[src/rtl/slow_multiplier.sv]
// Sequential shift-add unsigned multiplier: one multiplier bit per clock, full product plus a scaled result.
// Defining SLOW_MULTIPLIER_ROUND_EN makes scaled_o round half-up with saturation instead of truncating.
module slow_multiplier #(
  parameter int NBITS = 16,
  parameter int MBITS = 17,
  parameter int SHIFT = 16
) (
  input  logic                          clk_i,
  input  logic                          rst_i,
  input  logic                          calc_i,
  input  logic [NBITS-1:0]              a_i,
  input  logic [MBITS-1:0]              b_i,
  output logic                          busy_o,
  output logic [NBITS+MBITS-1:0]        out_o,
  output logic [NBITS+MBITS-SHIFT-1:0]  scaled_o,
  output logic                          valid_o
);

  localparam int PW = NBITS + MBITS;
  localparam int AW = PW + 1;
  localparam int SW = PW - SHIFT;
  localparam int CW = $clog2(MBITS + 1);

  typedef enum logic [1:0] {
    IDLE = 2'd0,
    RUN  = 2'd1,
    DONE = 2'd2
  } state_t;

  state_t          state_reg;
  state_t          state_next;
  logic [NBITS-1:0] a_reg;
  logic [MBITS-1:0] b_reg;
  logic [AW-1:0]   acc_reg;
  logic [CW-1:0]   cnt_reg;
  logic [PW-1:0]   out_reg;
  logic [SW-1:0]   scaled_reg;

  logic [NBITS:0]  hi_sum;
  logic [AW-1:0]   acc_step;
  logic [PW-1:0]   product;
  logic [SW-1:0]   scaled_calc;
  logic            last_iter;
  logic            start;

  // The partial sum never exceeds a*2^MBITS, so the NBITS+1 upper bits absorb the carry.
  assign hi_sum    = acc_reg[AW-1:MBITS] + (b_reg[0] ? {1'b0, a_reg} : {(NBITS+1){1'b0}});
  assign acc_step  = {hi_sum, acc_reg[MBITS-1:0]} >> 1;
  assign product   = acc_step[PW-1:0];
  assign last_iter = (state_reg == RUN) && (cnt_reg == CW'(1));
  assign start     = calc_i && (state_reg != RUN);

`ifdef SLOW_MULTIPLIER_ROUND_EN
  logic [SW:0] rounded;

  // Adding half an LSB before the shift equals adding the first dropped bit after it.
  assign rounded     = {1'b0, product[PW-1:SHIFT]} + {{SW{1'b0}}, product[SHIFT-1]};
  assign scaled_calc = rounded[SW] ? {SW{1'b1}} : rounded[SW-1:0];
`else
  assign scaled_calc = product[PW-1:SHIFT];
`endif

  always_ff @(posedge clk_i) begin
    if (rst_i) begin
      state_reg  <= IDLE;
      a_reg      <= '0;
      b_reg      <= '0;
      acc_reg    <= '0;
      cnt_reg    <= '0;
      out_reg    <= '0;
      scaled_reg <= '0;
    end else begin
      state_reg <= state_next;
      if (start) begin
        a_reg   <= a_i;
        b_reg   <= b_i;
        acc_reg <= '0;
        cnt_reg <= CW'(MBITS);
      end else if (state_reg == RUN) begin
        acc_reg <= acc_step;
        b_reg   <= b_reg >> 1;
        cnt_reg <= cnt_reg - CW'(1);
      end
      // Results are captured on the final iteration so they are present throughout the DONE cycle.
      if (last_iter) begin
        out_reg    <= product;
        scaled_reg <= scaled_calc;
      end
    end
  end

  always_comb begin
    state_next = state_reg;
    case (state_reg)
      IDLE:    if (calc_i) state_next = RUN;
      RUN:     if (cnt_reg == CW'(1)) state_next = DONE;
      DONE:    state_next = calc_i ? RUN : IDLE;
      default: state_next = IDLE;
    endcase
  end

  assign busy_o   = (state_reg == RUN);
  assign valid_o  = (state_reg == DONE);
  assign out_o    = out_reg;
  assign scaled_o = scaled_reg;

endmodule

[config.mk]
export PLATFORM = sky130hd
export DESIGN_NAME = slow_multiplier
export DESIGN_NICKNAME = d
export VERILOG_FILES = /design/src/rtl/slow_multiplier.sv
export SDC_FILE = /design/constraint.sdc
export NUM_CORES = 1
export LEC_CHECK = 0
export ABC_AREA = 1
export BUFFER_PORTS_ARGS = -buffer_cell sky130_fd_sc_hd__buf_4
export CELL_PAD_IN_SITES_DETAIL_PLACEMENT = 0
export CELL_PAD_IN_SITES_GLOBAL_PLACEMENT = 2
export CORE_ASPECT_RATIO = 0.75
export CORE_MARGIN = 1
export CORE_UTILIZATION = 32
export CTS_BUF_LIST = sky130_fd_sc_hd__clkbuf_8
export CTS_CLUSTER_SIZE = 30
export DETAILED_ROUTE_END_ITERATION = 7
export GPL_ROUTABILITY_DRIVEN = 0
export GPL_TIMING_DRIVEN = 0
export PLACE_DENSITY_LB_ADDON = 0.1
export SLEW_MARGIN = 5
export SYNTH_ARGS = -nofsm -noshare
export SYNTH_HDL_FRONTEND = slang
export SYNTH_SLANG_ARGS = --single-unit
[constraint.sdc]
create_clock -name clk_i -period 2.85 [get_ports clk_i]
set_input_delay 0.1425 -clock clk_i [delete_from_list [all_inputs] [get_ports clk_i]]
set_output_delay 0.1425 -clock clk_i [all_outputs]
set_load 0.02 [all_outputs]
==> results of run 1 <==
[metal layers]
layer / GRT usage (%) / routed length (µm) / vias up / share of wire [%]
li1: - / - / 2603 / -
met1: 26.8 / 7840 / 2215 / 54
met2: 25.9 / 5830 / 119 / 40
met3: 3.55 / 671 / 12 / 4.6
met4: 4.38 / 138 / 0 / 0.95
met5: 0 / 0 / - / 0
[critical path: cells and delay by family, from the launching register on]
family | cells | cell delay [ps]
simple gates | 8 | 750
fa+ha+maj | 2 | 610
buf+inv | 4 | 540
flops | 1 | 310
xor+xnor | 1 | 230
[power by group]
part	internal (W)	switching, W
logic	0.000224	0.000332
registers	0.00154	0.0000388
clock network	0.000505	0.000565
total	0.00227	0.000936
[cell usage in the layout (no fill, tap or decap), types with 3 or more instances in the layout]
master and instances:
inv_1 124, clkbuf_8 9, a21oi_1 30, inv_2 5, nand2_1 224, nand3_1 54
buf_6 3, clkbuf_1 7, ha_1 18, o211ai_1 8, o21a_1 12, buf_4 110
nor3_1 5, o21ai_0 24, o221ai_1 14, nor2_1 75, dlygate4sd3_1 17, buf_2 13
dfxtp_1 105
[cell type report]
class	instances	area share [%]
multi-input combinational	485	36.2
sequential	105	31.8
timing repair buffer	104	12.5
inverter	130	7.43
buffer	49	4.72
tap	210	3.98
clock buffer	9	1.88
clock inverter	7	1.50
[cell families after synthesis]
kind of cell,Yosys count,synth area share [%]
buffers and inverters,179,15.2
and+or+nand+nor,372,29.3
AOI/OAI and AO/OA,90,10.5
xor gates and xnor gates,4,0.663
DFF,105,39.8
adders and majority gates,19,4.64
[per-stage QoR]
| step | cells | area [µm²] |
|---|---|---|
| after global routing | 1099 | 6600 |
| final | 1099 | 6600 |
| after detailed placement | 1066 | 6200 |
| after CTS | 1099 | 6590 |
| after floorplan | 769 | 5290 |
| after global placement | 1066 | 6200 |
[path summary, 6_finish.rpt]
path	startpoint	end	slack [ps]	cells past startpoint
setup / recovery	b_reg[0]	out_o[24]	320	15
hold reg to reg	acc_reg[8]	out_o[7]	470	2
setup reg to reg	b_reg[0]	out_o[24]	320	15
hold / removal	a_i[4]	a_reg[4]	30	3
[repair_timing]
action / 4_1_cts / 5_1_grt
hold endpoints to repair: 18 / 0
endpoints found under the setup margin: 0 / 4
gates resized for setup: 0 / 3
hold buffers: 17 / 0
==> metrics.md, run 1 <==
| Metric | Value |
|---|---|
| Peak Freq | `395 MHz` |
| Post-route ant nets | `0` |
| Via count | `roughly 4900` |
| Synth area leaders | `dfxtp_1 (40%), nand2_1 (16%), inv_1 (8.8%), nor2_1 (5.3%), nand3_1 (5.1%)` |
| Final WS setup | `320 ps` |
| DRT iter0 DRCs | `300` |
| CP max-delay cell | `fa_1` |
| Fillers | `between 1500 and 2000` |
| Avg Cell Area, Syn | `~6.9 µm²` |
| Initial Util | `32.9%` |
| Reg area | `approximately 2100 µm²` |
| Post-synth top area share | `39.8%` |
| EDFF count, synth | `0` |
| Die height | `about 110 µm` |
| RSZ-0062 raised after global routing | `no` |
| Leading area contributor after synthesis | `dfxtp_1` |
| 1st-pass router iterations | `4` |
| NumNets Final | `roughly 940` |
| Post-CTS Setup Repair Bufs | `0` |
| Finished Core Util | `between 40% and 50%` |
| Cell Pwr Density | `a little under 500 nW/µm²` |
| Final WL | `roughly 14 mm` |
| Most common cell in the netlist | `nand2_1` |
| Clock Skews | `between 20 and 25 ps` |
| Slowest stage delay, CP | `410 ps` |
| Inserted Clock Buffers | `9` |
| # diodes | `0` |
| Critical path peak fanout | `10` |
| CTS tree | `yes` |
| Worst Tran Pin Value | `about 560 ps` |
| Power Total | `0.00320 W` |
| Ys Warns | `0` |
| Worst path required time | `approximately 3100 ps` |
| Detailed Place HPWL | `between 10 and 15 mm` |
| Gr ovfl total | `0` |
| CP arrival | `2820 ps` |
| Maximum vdd drop | `roughly 260 µV` |
| Slew Viols, Final | `0` |
| Routed vias/inst | `4.50` |
| Post-route DRC violation count | `0` |
| Seq/Total Area, Yosys | `39.8%` |
| First-pass GRT wire length | `~23 mm` |
| Leakage | `3.52 nW` |
| Max Root-Sink Buffers | `2` |
| Prevailing post-synth register cell | `dfxtp_1` |
| Root Driver | `clkbuf_8` |
| Vias in the first global route | `around 4500` |
| Clk Latency, worst-skew pair | `390 ps` |
| Final setup vio count | `0` |
| PortBufs | `87` |
| Post-Synthesis Cells | `between 700 and 800` |
| Fin crit period | `2530 ps` |
| Hold WC Path Type | `primary input to flip-flop` |
| Pin count of the biggest net entering global routing | `19` |
| Crit end category | `flip-flop` |
| Die area | `roughly 17000 µm²` |
| Initial antenna violation count | `0` |
| Mapped Area | `~5300 µm²` |
| Clk sinks | `between 100 and 150` |
| Final setup TNS | `0 ps` |
| I/O pin count | `88` |
| Share of layout cells above drive strength 1 | `approximately 18%` |
| Startpoint Class | `flip-flop` |
| Asr flop ratio synth | `0%` |
| Tightest hold margin | `around 26 ps` |
| Synthesized Nets | `around 800` |
| Critical-path cell list | `clkbuf_1, clkbuf_2, nand2_1, inv_1, ha_1, fa_1, nand2_1, nand2_1, and2_4, nand2_1, nand2_1, xnor2_2, nand2_1, nand2_1, inv_1` |
| Max FFs per register | `33` |
| Die X | `150 µm` |
| Row cnt | `40` |
| Final hold vios | `0` |
| Max-Cap Viols | `0` |
| Post-synth cell types | `35` |
| Part of the cycle the worst path needs | `between 80% and 90%` |
| DP Worst Slack | `138 ps` |
| Worst rel slew slack | `~63%` |
| Most used cell, CP | `nand2_1` |
| DR WL/cell | `~13 µm` |
| H-tree Lvls | `3` |
| Crit Path Category | `flip-flop to flip-flop` |
| Core box area | `between 15000 and 20000 µm²` |
| Layout area overhead | `24.9%` |
| GRT Total Usage | `about 18%` |
| Outcome | `finished clean` |
| Clock slew at reported path FFs | `110 ps` |
| FF+latch count, synth | `approximately 110` |
| Post-synth top cells | `nand2_1 (224), inv_1 (124), dfxtp_1 (105), nor2_1 (75), nand3_1 (54)` |
| Multi-input combinational cell area | `between 2000 and 2500 µm²` |
No activity file was read; power rests on OpenSTA's default activity.
==> run 2: changes to the inputs <==
--- a/config.mk
+++ b/config.mk
@@ -5,19 +5,19 @@
 export SDC_FILE = /design/constraint.sdc
 export NUM_CORES = 1
 export LEC_CHECK = 0
-export ABC_AREA = 1
 export BUFFER_PORTS_ARGS = -buffer_cell sky130_fd_sc_hd__buf_4
 export CELL_PAD_IN_SITES_DETAIL_PLACEMENT = 0
 export CELL_PAD_IN_SITES_GLOBAL_PLACEMENT = 2
 export CORE_ASPECT_RATIO = 0.75
 export CORE_MARGIN = 1
-export CORE_UTILIZATION = 32
+export CORE_UTILIZATION = 37
 export CTS_BUF_LIST = sky130_fd_sc_hd__clkbuf_8
 export CTS_CLUSTER_SIZE = 30
 export DETAILED_ROUTE_END_ITERATION = 7
 export GPL_ROUTABILITY_DRIVEN = 0
 export GPL_TIMING_DRIVEN = 0
 export PLACE_DENSITY_LB_ADDON = 0.1
+export SETUP_SLACK_MARGIN = 0.15
 export SLEW_MARGIN = 5
 export SYNTH_ARGS = -nofsm -noshare
 export SYNTH_HDL_FRONTEND = slang
==> constraint.sdc (replaced) <==
create_clock -name clk_i -period 3.28 [get_ports clk_i]
set_input_delay 0.164 -clock clk_i [delete_from_list [all_inputs] [get_ports clk_i]]
set_output_delay 0.164 -clock clk_i [all_outputs]
set_load 0.02 [all_outputs]
==> run 2 against run 1 <==
  * Wire length increased by 1.4%
  * Critical endpoint is now out_o[30]
  * Maximum frequency shrank 14%
  * Count of clock-buffer cells in the layout unchanged
  * Sequential share of layout area is 2.1 points higher
  * Clock power down 22%
  * Die area is 16% lower
  * First-iteration DRC count increased by 26%
  * Design area is 6.2% lower
  * Non-clock buffer count shrank 5
  * Flip-flop and latch count unchanged
  * Synthesized cell count fell by 19%
==> metrics.md, run 2 <==
| Metric | Value |
|---|---|
| Slew Viols, Final | `0 (unchanged)` |
| Pin count of the biggest net entering global routing | `19 (unchanged)` |
| Cell Pwr Density | `410 nW/µm² (-15%)` |
| Critical path peak fanout | `10 (unchanged)` |
| Final WL | `14.7 mm (+1.4%)` |
| DR WL met2 | `6.02 mm (+3.3%)` |
| Die X | `138 µm (-8.4%)` |
| Max FFs per register | `33 (unchanged)` |
| Leading area contributor after synthesis | `dfxtp_1` |
| Final setup TNS | `0 ps (unchanged)` |
| Slowest stage delay, CP | `510 ps (+100 ps)` |
| Post-Synthesis Cells | `624 (-19%)` |
| Post-route DRC violation count | `0 (unchanged)` |
| Maximum vdd drop | `240 µV (-7.9%)` |
| NumNets Final | `777 (-17%)` |
| Synthesized Nets | `679 (-18%)` |
| Ys Warns | `0 (unchanged)` |
| I/O pin count | `88 (unchanged)` |
| Vias in the first global route | `4340 (-3.2%)` |
| RSZ-0062 raised after global routing | `no` |
| Core box area | `13200 µm² (-18%)` |
| Most common cell in the netlist | `nand2_1` |
| Outcome | `finished clean` |
| EDFF count, synth | `0 (unchanged)` |
| Most common cell after layout, fill and taps aside | `nand2_1` |
| Design area | `6190 µm² (-6.2%)` |
| Row cnt | `36 (-10%)` |
| Power Total | `0.00254 W (-21%)` |
| Placed Cells | `882 (-17%)` |
| Fillers | `1372 (-21%)` |
| Clock slew at reported path FFs | `110 ps (about the same)` |
| Reg area | `2100 µm² (unchanged)` |
| Top sig layer | `met4` |
| Final setup vio count | `0 (unchanged)` |
| 1st-pass router iterations | `5 (+1)` |
| Routed met3 length | `718 µm (+7.0%)` |
| Metal-1 WL | `7.83 mm (-0.13%)` |
| Post-CTS Setup Repair Bufs | `0 (unchanged)` |
| Hold WC Path Type | `primary input to flip-flop` |
| Startpoint Class | `flip-flop` |
| Final Non-Filler Cells | `898 (-18%)` |
| Die area | `14300 µm² (-16%)` |
| Part of the cycle the worst path needs | `89.6% (+0.79 points)` |
| Crit end category | `flip-flop` |
| CP arrival | `3260 ps (+440 ps)` |
| Layout area overhead | `21.1%` |
| GRT Total Usage | `21.2% (+3.3 points)` |
| Avg Cell Area, Syn | `8.20 µm² (+19%)` |
| Crit Path Category | `flip-flop to flip-flop` |
| Tightest hold margin | `27.2 ps (+1.65 ps)` |
| CTS tree | `yes` |
| Initial Util | `38.6% (+5.7 points)` |
| Most frequent cells in the layout | `nand2_1 (123), dfxtp_1 (105), buf_4 (104), a21oi_1 (74), nor2_1 (40)` |
| Post-synth top cells | `nand2_1 (123), dfxtp_1 (105), a21oi_1 (74), nor2_1 (40), nand3_1 (25)` |
| Asr flop ratio synth | `0% (unchanged)` |
| Max-Cap Viols | `0 (unchanged)` |
| Via count | `4706 (-4.9%)` |
| Post-synth top area share | `41.1% (+1.3 points)` |
| # diodes | `0 (unchanged)` |
| Post-route ant nets | `0 (unchanged)` |
| Max Root-Sink Buffers | `2 (unchanged)` |
| Placed Area | `5980 µm² (-3.5%)` |
| Post-synth cell types | `59 (+69%)` |
| DRT iter0 DRCs | `377 (+26%)` |
| H-tree Lvls | `3 (unchanged)` |
| Detailed Place HPWL | `11.0 mm (-2.6%)` |
| Final hold vios | `0 (unchanged)` |
| Synth area leaders | `dfxtp_1 (41%), nand2_1 (9.0%), a21oi_1 (7.2%), ha_1 (4.4%), mux2i_1 (3.7%)` |
| PortBufs | `87 (unchanged)` |
| Die height | `104 µm (-8.3%)` |
| Prevailing post-synth register cell | `dfxtp_1` |
| Worst rel slew slack | `57.3% (-5.4 points)` |
| Critical-path cell list | `clkbuf_2, and2_1, ha_1, fa_1, a211oi_2, o21ai_1, a2111oi_0, mux2i_1, nand3_1` |
| Inserted Clock Buffers | `9 (unchanged)` |
| Worst path required time | `3600 ps (+460 ps)` |
| CP max-delay cell | `a2111oi_0` |
| Routed vias/inst | `5.24 (+16%)` |
| First-pass GRT wire length | `23.4 mm (+0.44%)` |
| Share of layout cells above drive strength 1 | `21.2% (+3.3 points)` |
| Mapped Area | `5120 µm² (-3.2%)` |
| Peak Freq | `340 MHz (-14%)` |
| DR WL/cell | `16.3 µm (+24%)` |
| Gr ovfl total | `0 (unchanged)` |
| CTS hold repair buffers | `0 (-17)` |
| Worst Tran Pin Value | `640 ps (+81.5 ps)` |
| Root Driver | `clkbuf_8` |
| Clk sinks | `105 (unchanged)` |
| Clock Skews | `6.43 ps (-13.9 ps)` |
| Clk Latency, worst-skew pair | `370 ps (-20 ps)` |
| Initial antenna violation count | `0 (unchanged)` |
| Seq/Total Area, Yosys | `41.1% (+1.3 points)` |
| FF+latch count, synth | `105 (unchanged)` |
| Multi-input combinational cell area | `2680 µm² (+12%)` |
| Leakage | `2.61 nW (-26%)` |
| Fin crit period | `2940 ps (+408 ps)` |
[run 2: cell types whose count changed after synthesis, sizes merged, moves of 17 or more]
cell    before  now
nand2      225  124
and2         1   18
mux2i        0   19
a211oi       1   26
inv        130    7
a21oi       30   74
nand3       54   25
nor2        78   40
[run 2: critical path: cells and delay by family (launching register included)]
kind	cells	cell delay [ps]
multiplexers	1	140
AND/OR/NAND/NOR	2	260
AO/OA/AOI/OAI	3	1140
adder cells (fa/ha/maj)	2	670
buffers and inverters	1	230
flip-flops	1	430
[run 2: worst paths after layout]
path | from | endpoint | slack (ps) | cells past startpoint
max reg2reg | b_reg[0] | out_o[30] | 340 | 9
max | b_reg[0] | out_o[30] | 340 | 9
min reg2reg | a_reg[11] | a_reg[11] | 460 | 2
min | a_i[7] | a_reg[7] | 30 | 3
[run 2: routing by layer]
metal | vias to the layer above | track usage, %
met4 | 0 | 4.35
met3 | 11 | 3.52
met1 | 2206 | 32.8
met2 | 120 | 30.4
li1 | 2369 | -
met5 | - | 0
[run 2: cells by family (layout without fill, tap and decap cells)]
| kind of cell | Yosys count | after routing | share of synthesized area (%) |
|---|---|---|---|
| adder cells (fa/ha/maj) | 19 | 19 | 4.79 |
| AND/OR/NAND/NOR | 250 | 250 | 22.5 |
| buffers and inverters | 68 | 171 | 6.65 |
| AO/OA/AOI/OAI | 154 | 154 | 19.8 |
| multiplexers | 19 | 19 | 3.72 |
| XOR/XNOR | 9 | 9 | 1.54 |
| flip-flops | 105 | 105 | 41.1 |
[run 2: area by class of cell]
class	instances	area share, %
repair buffers	87	10.5
well taps	171	3.45
multi-input cells	451	43.3
flip-flops and latches	105	33.9
inverters	7	0.424
clock inverters	7	1.27
plain buffers	61	5.09
clock buffers	9	2.00
[run 2: report_power, final]
part           switching [W]  internal (W)
Sequential         0.0000319       0.00132
Combinational       0.000223      0.000124
Clock               0.000476      0.000360
[run 2: through the flow]
stage          worst slack [ps]  util (%)
2_1_floorplan               905         -
3_3_place_gp                319      45.2
3_5_place_dp                222      45.2
4_1_cts                     186      46.7
5_1_grt                     217      46.8
6_report                    343      46.8
[run 2: repair_timing]
item | in CTS | in global routing
endpoints found under the hold margin | 0 | 0
resized for setup | 0 | 5
endpoints found under the setup margin | 0 | 4
